===== src/rtl/axi_lite_csr_bridge.sv =====
// AXI4-Lite slave that turns single-beat reads/writes into one-cycle CSR strobes.
// One transaction in flight; reads and writes share the CSR bus under round-robin arbitration.
module axi_lite_csr_bridge #(
  parameter int unsigned AXI_WIDTH_AD = 32,
  parameter int unsigned CSR_WIDTH_AD = 8,
  parameter bit          RD_FIRST     = 1'b1
) (
  input  logic                    reset_n,
  input  logic                    clk,
  input  logic [AXI_WIDTH_AD-1:0] s_axi_awaddr,
  input  logic                    s_axi_awvalid,
  output logic                    s_axi_awready,
  input  logic [31:0]             s_axi_wdata,
  input  logic [3:0]              s_axi_wstrb,
  input  logic                    s_axi_wvalid,
  output logic                    s_axi_wready,
  output logic [1:0]              s_axi_bresp,
  output logic                    s_axi_bvalid,
  input  logic                    s_axi_bready,
  input  logic [AXI_WIDTH_AD-1:0] s_axi_araddr,
  input  logic                    s_axi_arvalid,
  output logic                    s_axi_arready,
  output logic [31:0]             s_axi_rdata,
  output logic [1:0]              s_axi_rresp,
  output logic                    s_axi_rvalid,
  input  logic                    s_axi_rready,
  output logic [CSR_WIDTH_AD-1:0] csr_addr,
  output logic                    csr_rden,
  output logic                    csr_wren,
  output logic [31:0]             csr_wdata,
  input  logic [31:0]             csr_rdata
);

  typedef enum logic [2:0] {
    IDLE,
    WR_STB,
    WR_RSP,
    RD_STB,
    RD_CAP,
    RD_RSP
  } state_e;

  localparam logic [1:0] RESP_OKAY   = 2'b00;
  localparam logic [1:0] RESP_SLVERR = 2'b10;

  state_e                  state_q,     state_d;
  logic [CSR_WIDTH_AD-1:0] csr_addr_q,  csr_addr_d;
  logic [31:0]             csr_wdata_q, csr_wdata_d;
  logic                    csr_wren_q,  csr_wren_d;
  logic                    csr_rden_q,  csr_rden_d;
  logic                    bvalid_q,    bvalid_d;
  logic [1:0]              bresp_q,     bresp_d;
  logic                    rvalid_q,    rvalid_d;
  logic [1:0]              rresp_q,     rresp_d;
  logic [31:0]             rdata_q,     rdata_d;
  logic                    err_q,       err_d;
  logic                    last_rd_q,   last_rd_d;

  logic wr_req;
  logic rd_req;
  logic grant_rd;
  logic grant_wr;
  logic in_idle;
  logic wr_err;
  logic rd_err;
  logic unused_addr_bits;

  // Address decode happens upstream; only the low CSR bits matter here.
  assign unused_addr_bits = ^{s_axi_awaddr[AXI_WIDTH_AD-1:CSR_WIDTH_AD],
                              s_axi_araddr[AXI_WIDTH_AD-1:CSR_WIDTH_AD]};

  assign wr_req  = s_axi_awvalid & s_axi_wvalid;
  assign rd_req  = s_axi_arvalid;
  assign in_idle = (state_q == IDLE);
  // last_rd_q set means the read side wins the next contested cycle.
  assign grant_rd = rd_req & (~wr_req | last_rd_q);
  assign grant_wr = wr_req & ~grant_rd;

  assign wr_err = (s_axi_wstrb != 4'hF) | (s_axi_awaddr[1:0] != 2'b00);
  assign rd_err = (s_axi_araddr[1:0] != 2'b00);

  assign s_axi_awready = in_idle & grant_wr;
  assign s_axi_wready  = in_idle & grant_wr;
  assign s_axi_arready = in_idle & grant_rd;

  assign s_axi_bvalid = bvalid_q;
  assign s_axi_bresp  = bresp_q;
  assign s_axi_rvalid = rvalid_q;
  assign s_axi_rresp  = rresp_q;
  assign s_axi_rdata  = rdata_q;
  assign csr_addr     = csr_addr_q;
  assign csr_wdata    = csr_wdata_q;
  assign csr_wren     = csr_wren_q;
  assign csr_rden     = csr_rden_q;

  always_comb begin
    state_d     = state_q;
    csr_addr_d  = csr_addr_q;
    csr_wdata_d = csr_wdata_q;
    csr_wren_d  = 1'b0;
    csr_rden_d  = 1'b0;
    bvalid_d    = bvalid_q;
    bresp_d     = bresp_q;
    rvalid_d    = rvalid_q;
    rresp_d     = rresp_q;
    rdata_d     = rdata_q;
    err_d       = err_q;
    last_rd_d   = last_rd_q;
    unique case (state_q)
      IDLE: begin
        if (grant_rd) begin
          state_d    = RD_STB;
          csr_addr_d = s_axi_araddr[CSR_WIDTH_AD-1:0];
          csr_rden_d = ~rd_err;
          err_d      = rd_err;
          last_rd_d  = 1'b0;
        end else if (grant_wr) begin
          state_d     = WR_STB;
          csr_addr_d  = s_axi_awaddr[CSR_WIDTH_AD-1:0];
          csr_wdata_d = s_axi_wdata;
          csr_wren_d  = ~wr_err;
          err_d       = wr_err;
          last_rd_d   = 1'b1;
        end
      end
      WR_STB: begin
        state_d  = WR_RSP;
        bvalid_d = 1'b1;
        bresp_d  = err_q ? RESP_SLVERR : RESP_OKAY;
      end
      WR_RSP: begin
        if (s_axi_bready) begin
          bvalid_d = 1'b0;
          state_d  = IDLE;
        end
      end
      RD_STB: begin
        state_d = RD_CAP;
      end
      RD_CAP: begin
        // The CSR core presents read data one cycle after the strobe.
        state_d  = RD_RSP;
        rvalid_d = 1'b1;
        rdata_d  = err_q ? '0 : csr_rdata;
        rresp_d  = err_q ? RESP_SLVERR : RESP_OKAY;
      end
      RD_RSP: begin
        if (s_axi_rready) begin
          rvalid_d = 1'b0;
          state_d  = IDLE;
        end
      end
      default: begin
        state_d = IDLE;
      end
    endcase
  end

  always_ff @(posedge clk or negedge reset_n) begin
    if (!reset_n) begin
      state_q     <= IDLE;
      csr_addr_q  <= '0;
      csr_wdata_q <= '0;
      csr_wren_q  <= 1'b0;
      csr_rden_q  <= 1'b0;
      bvalid_q    <= 1'b0;
      bresp_q     <= '0;
      rvalid_q    <= 1'b0;
      rresp_q     <= '0;
      rdata_q     <= '0;
      err_q       <= 1'b0;
      last_rd_q   <= RD_FIRST;
    end else begin
      state_q     <= state_d;
      csr_addr_q  <= csr_addr_d;
      csr_wdata_q <= csr_wdata_d;
      csr_wren_q  <= csr_wren_d;
      csr_rden_q  <= csr_rden_d;
      bvalid_q    <= bvalid_d;
      bresp_q     <= bresp_d;
      rvalid_q    <= rvalid_d;
      rresp_q     <= rresp_d;
      rdata_q     <= rdata_d;
      err_q       <= err_d;
      last_rd_q   <= last_rd_d;
    end
  end

endmodule


===== config.mk =====
export PLATFORM = sky130hd
export DESIGN_NAME = axi_lite_csr_bridge
export DESIGN_NICKNAME = d
export VERILOG_FILES = /design/src/rtl/axi_lite_csr_bridge.sv
export SDC_FILE = /design/constraint.sdc
export NUM_CORES = 1
export LEC_CHECK = 0
export BUFFER_PORTS_ARGS = -buffer_cell sky130_fd_sc_hd__buf_2
export CAP_MARGIN = 20
export CORE_ASPECT_RATIO = 1.4
export CORE_MARGIN = 8
export CORE_UTILIZATION = 43
export CTS_CLUSTER_DIAMETER = 40
export CTS_CLUSTER_SIZE = 16
export DETAILED_ROUTE_END_ITERATION = 6
export PLACE_DENSITY = 0.81
export SYNTH_ARGS = -nofsm -noshare
export SYNTH_HDL_FRONTEND = slang
export SYNTH_SLANG_ARGS = --single-unit

===== constraint.sdc =====
create_clock -name clk -period 2.9 [get_ports clk]
set_clock_uncertainty 0.2 [all_clocks]
set_input_delay 0 -clock clk [delete_from_list [all_inputs] [get_ports clk]]
set_output_delay 0 -clock clk [all_outputs]
set_load 0.02 [all_outputs]

; ---- Word level (Yosys, flattened, before mapping)
; Index checks and enable logic that the tools add are counted.
[op_classes]
eq_ne = 9
muxes = 22
bitwise = 11
reduce_logical = 11
[op_table]
columns = op, n
row1 = two-way mux 32 bit, 1
row2 = one-hot mux 3 bit (6 select lines), 1
row3 = two-way mux 8 bit, 2
row4 = two-way mux 3 bit, 4
row5 = two-way mux 1 bit, 11
row6 = nonzero test 2 bit, 5
row7 = "== test 3 x 2 -> 1 bit, second input constant", 2
row8 = "== test 3 bit, second input constant", 2
row9 = AND reduction 2 bit, 3
row10 = AND reduction 3 bit, 2
row11 = bitwise AND 1 bit, 5
row12 = "inequality test 2 bit, second input constant", 2
row13 = "inequality test 4 bit, second input constant", 1
row14 = NOT 1 bit, 4
row15 = one-hot mux 1 bit (2 select lines), 2
row16 = "== test 3 x 1 -> 1 bit, second input constant", 1
row17 = logical NOT 3 bit, 1
row18 = "inequality test 3 bit, second input constant", 1
row19 = two-way mux 2 bit, 1
row20 = OR 1 bit, 2
[word_totals]
regBits = 85
in_bits = 139
elab_cells = 65

; ---- Logic depth before layout (Yosys ltp)
; Gate-level depths: netlist of run 1.
[depth]
depth_word = 9
mapped_depth = 6

; ---- Worst setup path before layout of run 1
; No wires, ideal clock.
[synth_timing]
path_type = reg2reg
from = register state_q[0]
to = register csr_wdata_q[25], in the netlist csr_wdata[25]
setup_time_ns = 0.125
arrival_time_ns = 1.867
setup_slack_ns = 0.708
stages_incl_launch_ff = 7
path_buffers = 3
period_less_slack_ns = 2.192
path_cell_list = dfrtp_1 buf_6 or3_1 buf_2 a211oi_4 buf_6 mux2_2
[synth_between]
elab_chain_len = 2
[synth_lines]
columns = item, line_no
row1 = start: declaration, 46  ; state_e state_q, state_d;
row2 = start signal: assignment, 174  ; state_q <= state_d;
row3 = logical NOT 3 bit, 109  ; unique case (state_q)
row4 = AND reduction 3 bit (no line), n/a
row5 = end signal: assignment, 176  ; csr_wdata_q <= csr_wdata_d;
row6 = end: declaration, 48  ; logic [31:0] csr_wdata_q, csr_wdata_d;
; No other way between the ends.
; A chain may end at the register's enable or synchronous reset.

; ---- Final worst setup path of run 1
[layout_timing]
from = register state_q[0]
to = register csr_wren_q, in the netlist csr_wren
[layout_between]
elab_chain_len = 2
[layout_lines]
columns = item, line_no
row1 = logical NOT 3 bit, 109
row2 = two-way mux 1 bit, 109
row3 = net csr_wren_d, 49  ; logic csr_wren_q, csr_wren_d;
row4 = end signal: assignment, 177  ; csr_wren_q <= csr_wren_d;
row5 = end: declaration, 49
; The timed path passes the listed nets, and every way through them passes these cells.

==> results.json, run 1 <==
{
  "status": "complete, no violations",
  "first_pass_iters": 4,
  "fin_crit_sh_pct": 93.1,
  "yosysUniqueCellTypes": 31,
  "fp.dieH_um": 123,
  "syn_to_final_growth_pct": 62.0,
  "worstMarginPinSlew_ns": 0.923,
  "grt_max_degree": 84,
  "netlist_top_cells_area": "dfrtp_1 59%, mux2_2 11%, o21ai_0 6.1%, nand2b_1 5.9%, nand2_1 4.3%",
  "drv_cap": 0,
  "chipWidth_um": 92.3,
  "clk_latency_ns": 0.32,
  "dr.first_iter.drc_count": 118,
  "final_antenna_net_count": 0,
  "cts_root_buf": "clkbuf_16",
  "stdcell_area_sq_mm": 0.00568,
  "hold_class": "input port to flop",
  "grt_pass1_vias": 3678,
  "power.density_mw_per_mm2": 1010,
  "multi_input_area_sq_mm": 0.00129,
  "place_area_sq_mm": 0.00438,
  "regArea_sq_mm": 0.00208,
  "ys_seq_elements": 83,
  "holdWs_ns": 0.241,
  "drive_above_1_share_pct": 39.4,
  "layout_common_cells": "170 x buf_2, 95 x dlygate4sd3_1, 82 x dfrtp_1",
  "synth_cells": 311,
  "gr-total-overflow": 0,
  "clock-sinks": 83,
  "max_stage_delay_ns": 0.58,
  "crit_type": "flop to flop",
  "hpwl_um": 6760,
  "ys_warn_count": 0,
  "finalSetupViolations": 0,
  "p_leak_nw": 2.77,
  "path_clk_slew_ns": 0.06,
  "cts_tree": "yes",
  "drv_slew": 0,
  "fin_setup_tns_ns": 0,
  "ys_seq_area_share_pct": 59.3,
  "coreArea_sq_mm": 0.00805,
  "num_io_pins": 222,
  "startpoint": "state_q[0]$_DFFE_PN0P_",
  "path_max_fanout": 36,
  "cts_buffers": 9,
  "grtUsageTotal_pct": 20.6,
  "antenna_found_initial": 1,
  "timing.rr.end": "csr_wren$_DFF_PN0_",
  "worstHoldStart": "s_axi_wdata[12]",
  "hold_viol": 0,
  "crit_end": "csr_wren$_DFF_PN0_",
  "post-route-drc-count": 0,
  "avgSynthCellArea_sq_um": 11.3,
  "worstPathArrival_ns": 2.76,
  "rows": 39,
  "clockBufferDepth": 2,
  "post_cts_resized": 0,
  "r2r_slack_ns": 0.20,
  "clock.fmax_mhz": 370,
  "grt_first_pass_wirelength_um": 18500,
  "crit_path_cell_trace": "or3_1, a211oi_4, buf_4, nor4b_2, dlygate4sd3_1",
  "synth_area_leader_cell": "dfrtp_1",
  "cts_setup_buffers": 0,
  "utilization_pct": 70.5,
  "synthDominantCellAreaShare_pct": 58.6,
  "fin_nets": 709,
  "slew_headroom_pct": 38.4,
  "fill_cells": 552,
  "rsz0062_at_grt": "false",
  "vias": 3340,
  "r2r_cells": 5,
  "final_common_cell": "buf_2",
  "worstPathRequired_ns": 2.96,
  "slowest_stage": "dlygate4sd3_1",
  "cts.htree.levels": 3,
  "gp_congestion": 0.758,
  "crit_path_start_kind": "flop",
  "place.port_buffers": 171,
  "cp-end-kind": "flop",
  "syn-cell-area_sq_mm": 0.00350,
  "routed_wl_um": 11600,
  "vias_per_cell": 4.93,
  "vdd_drop_max_uv": 556,
  "min_period_ns": 2.70,
  "wl_per_cell_um": 17.1,
  "dieArea_sq_mm": 0.0113,
  "initial_utilization_pct": 43.5,
  "r2r_start": "state_q[0]$_DFFE_PN0P_"
}
[synth_stat cells]
cell,count
dfstp_2,1
nor2b_1,1
nand2_1,40
or3_1,1
clkbuf_1,14
nor2_1,6
and3b_1,1
a211oi_4,1
nor4b_2,1
nand2b_1,33
buf_4,3
a22o_1,1
buf_6,4
o31ai_1,1
nor4_1,2
buf_2,2
nor3_1,1
mux2_2,34
nand4_1,1
a31oi_1,8
or3b_2,1
conb_1,1
o21ai_0,43
inv_1,2
nand3b_1,3
a21oi_1,11
dfrtp_1,82
a2111oi_0,1
a32o_1,1
nand3_1,8
a21o_1,2
[registers in the layout, summed over array words and instances (netlist names), 3 cells and up]
register and flops:
s_axi_rdata 32, csr_wdata 32, csr_addr 8, state_q 3
[worst min-delay path by stage]
stage | end | cells past startpoint | slack, ns
2_1_floorplan | csr_addr[0]$_DFFE_PN0P_ | 0 | -0.50
3_3_place_gp | csr_rden$_DFF_PN0_ | 2 | -0.008
3_5_place_dp | csr_rden$_DFF_PN0_ | 2 | -0.003
4_1_cts | csr_addr[1]$_DFFE_PN0P_ | 4 | 0.21
5_1_grt | csr_wdata[12]$_DFFE_PN0P_ | 3 | 0.24
6_report | csr_wdata[12]$_DFFE_PN0P_ | 3 | 0.24
[where the power goes]
part | switching (W) | internal, W | leakage, nW
Combinational | 0.00145 | 0.00108 | 1.60
Sequential | 0.000377 | 0.00170 | 1.03
Clock | 0.000414 | 0.000708 | 0.146
Total | 0.00224 | 0.00349 | 2.77
[worst max-delay path: cells and delay by family (launching register included)]
kind	cells	cell delay (ns)
AO/OA/AOI/OAI	1	0.18
buffers and inverters	2	1.00
flip-flops	1	0.46
AND/OR/NAND/NOR	2	0.78
[layer usage]
layer	up-vias	share of wire (%)	global-route usage, %
met5	-	0	0
li1	1582	-	-
met1	1585	37	21.3
met3	26	5.9	5.51
met2	147	54	37.5
met4	0	2.9	10.0
[stage by stage]
stage	std cells	worst slack, ns	power [W]
6_report	678	0.200	0.00573
5_1_grt	678	0.0728	0.00606
4_1_cts	673	0.227	0.00569
3_5_place_dp	564	0.605	0.00435
3_3_place_gp	564	0.636	0.00426
2_1_floorplan	312	0.708	0.00352
[area by class of cell]
class | count | area share (%)
inverters | 2 | 0.132
repair buffers | 270 | 33.0
well taps | 102 | 2.25
clock buffers | 13 | 4.58
flip-flops and latches | 83 | 36.6
diodes | 2 | 0.0882
multi-input cells | 204 | 22.7
clock inverters | 2 | 0.617
[cells by family after synthesis]
| group | count (synthesis) | share of synthesized area, % |
|---|---|---|
| buffers and inverters | 25 | 3.93 |
| AND/OR/NAND/NOR | 99 | 14.6 |
| AO/OA/AOI/OAI | 69 | 11.1 |
| other | 1 | 0.107 |
| flip-flops | 83 | 59.3 |
| multiplexers | 34 | 10.9 |
[timing repair]
item                                   4_1_cts  5_1_grt
setup endpoints to repair                    0        0
endpoints found under the hold margin      162       27
hold buffers                                94        1
No activity file was read; power rests on OpenSTA's default activity.
==> run 2, diff against run 1 <==
GPL_ROUTABILITY_DRIVEN = 0   (was unset)
PLACE_DENSITY = unset   (was 0.81)
PLACE_DENSITY_LB_ADDON = 0.08   (was unset)
==> run 2 against run 1 <==
Effect of this change: first-iteration DRC count increased by 0.85%; utilization is 0.34 points lower; setup slack improved by 0.059 ns; design area decreased by 0.48%; combinational power down 2%; routed wire length down 9.0%; fmax rose by 2.3%; critical path depth unchanged; die area stayed put; total power fell by 3.2%; critical path type unchanged; critical endpoint is now csr_addr[4]$_DFFE_PN0P_; highest routed layer unchanged.
==> results.json, run 2 (same netlist as run 1, synthesis figures left out) <==
{
  "cts_buffers": 9,
  "grt_first_pass_wirelength_um": 17500,
  "path_clk_slew_ns": 0.06,
  "layout_common_cells": "170 x buf_2, 96 x dlygate4sd3_1, 82 x dfrtp_1",
  "wl_per_cell_um": 15.5,
  "fin_setup_tns_ns": 0,
  "hold_class": "input port to flop",
  "gr-total-overflow": 0,
  "num_antenna_cells": 0,
  "worstMarginPinSlew_ns": 0.926,
  "worst-path-stages": 5,
  "cts.htree.levels": 3,
  "rows": 39,
  "crit_type": "flop to flop",
  "first_pass_iters": 6,
  "vias": 3277,
  "timing.rr.end": "csr_addr[4]$_DFFE_PN0P_",
  "vdd_drop_max_uv": 647,
  "min_period_ns": 2.64,
  "p_leak_nw": 2.76,
  "vias_per_cell": 4.84,
  "cts_tree": "yes",
  "crit_buf_inv": 2,
  "sw_frac_of_total_pct": 39.2,
  "internal_power_w": 0.00337,
  "slowest_stage": "dfstp_2",
  "initial_utilization_pct": 43.5,
  "fin_crit_sh_pct": 91.1,
  "fin_nets": 711,
  "crit_path_start_kind": "flop",
  "chipWidth_um": 92.3,
  "grtUsageTotal_pct": 19.3,
  "drive_above_1_share_pct": 39.7,
  "crit_end": "csr_addr[4]$_DFFE_PN0P_",
  "r2r_start": "last_rd_q$_DFFE_PN1P_",
  "final_common_cell": "buf_2",
  "hpwl_um": 6810,
  "drv_slew": 0,
  "p_seq_share_pct": 37.0,
  "status": "complete, no violations",
  "final_antenna_net_count": 0,
  "combPwrFrac_pct": 44.5,
  "num_io_pins": 222,
  "clockBufferDepth": 2,
  "startpoint": "last_rd_q$_DFFE_PN1P_",
  "r2r_cells": 5,
  "clock-sinks": 83,
  "switchingPower_w": 0.00217,
  "routed_wl_um": 10500,
  "clock.fmax_mhz": 379,
  "path_common_cell": "dlygate4sd3_1",
  "max_stage_delay_ns": 0.57,
  "slew_headroom_pct": 38.3,
  "fp.dieH_um": 123,
  "cts_setup_buffers": 0,
  "dr.first_iter.drc_count": 119,
  "worstPathArrival_ns": 2.70,
  "p_total_w": 0.00555,
  "p_clk_share_pct": 18.5,
  "grt_pass1_vias": 3504,
  "clk_latency_ns": 0.33,
  "cts_root_buf": "clkbuf_16",
  "syn_to_final_growth_pct": 61.3,
  "grt_max_degree": 84,
  "power.density_mw_per_mm2": 982,
  "hold_viol": 0,
  "place.port_buffers": 171,
  "dieArea_sq_mm": 0.0113,
  "worstPathRequired_ns": 2.96,
  "r2r_slack_ns": 0.26,
  "rsz0062_at_grt": "false",
  "coreArea_sq_mm": 0.00805,
  "path_max_fanout": 10,
  "drv_cap": 0,
  "cpLargestDelayFamily": "buffers and inverters",
  "crit_path_cell_trace": "nand3b_1, nand3_1, dlygate4sd3_1, a31oi_1, dlygate4sd3_1",
  "post-route-drc-count": 0,
  "finalSetupViolations": 0,
  "cp-end-kind": "flop",
  "antenna_found_initial": 0
}
## run 2: cell types whose count changed in the layout (fill, tap and decap cells not counted), sizes merged
cell         delta
clkbuf          -2
clkinv          +2
diode           -2
buf             +1
bufinv          -1
dlygate4sd3     +1
## run 2: tightest hold or removal path, stage by stage
cell and delay, ns:
buf_2 0.10, nand4_1 0.10, a2111oi_0 0.09, o31ai_1 0.24
## run 2: per-layer routing
| metal | vias up | global-route usage, % | wire length, um |
|---|---|---|---|
| met5 | - | 0 | 0 |
| met1 | 1552 | 21.9 | 4200 |
| li1 | 1582 | - | - |
| met2 | 129 | 32.8 | 5360 |
| met3 | 14 | 6.98 | 786 |
| met4 | 0 | 6.67 | 168 |
## run 2: how the worst min path moves through the flow
stage                                          to  slack (ns)       startpoint  cells after the start
after CTS                       err_q$_DFFE_PN0P_        0.01   s_axi_wstrb[0]                      4
final                           err_q$_DFFE_PN0P_        0.04   s_axi_wstrb[0]                      4
after global placement         csr_wren$_DFF_PN0_       0.002  s_axi_awaddr[1]                      2
after detailed placement       csr_wren$_DFF_PN0_       0.001  s_axi_awaddr[1]                      2
after global routing            err_q$_DFFE_PN0P_        0.09   s_axi_wstrb[0]                      4
after floorplan           csr_addr[0]$_DFFE_PN0P_       -0.50          reset_n                      0
## run 2: final cells by class
type	instances	area (sq um)
Inverter	2	7.51
Clock buffer	11	253
Clock inverter	3	15.0
Multi-Input combinational cell	204	1290
Tap cell	102	128
Sequential cell	83	2080
Timing Repair Buffer	272	1880
Fill cell	625	2400
## run 2: metrics by stage
step           instances  area, sq um  hold WS (ns)  setup slack (ns)  util [%]
3_5_place_dp         566         4390       0.00106             0.684      54.6
4_1_cts              675         5610        0.0147             0.284      69.7
6_report             677         5650        0.0405             0.259      70.2
2_1_floorplan        312         3510        -0.496             0.708         -
5_1_grt              677         5650        0.0928             0.106      70.2
3_3_place_gp         566         4390       0.00164             0.724      54.6
## run 2: what timing repair did
| item | 4_1_cts | 5_1_grt |
|---|---|---|
| setup endpoints to repair | 0 | 0 |
| hold endpoints to repair | 162 | 12 |
| resized for setup | 0 | 0 |
| hold buffers | 95 | 1 |
## run 2: power by group through the flow
stage	Sequential, W	Clock [W]	Combinational [W]
after floorplan	0.00261	0	0.000910
after global placement	0.00203	0	0.00226
after detailed placement	0.00207	0	0.00229
after CTS	0.00205	0.00105	0.00248
after global routing	0.00214	0.00110	0.00269
final	0.00205	0.00103	0.00247
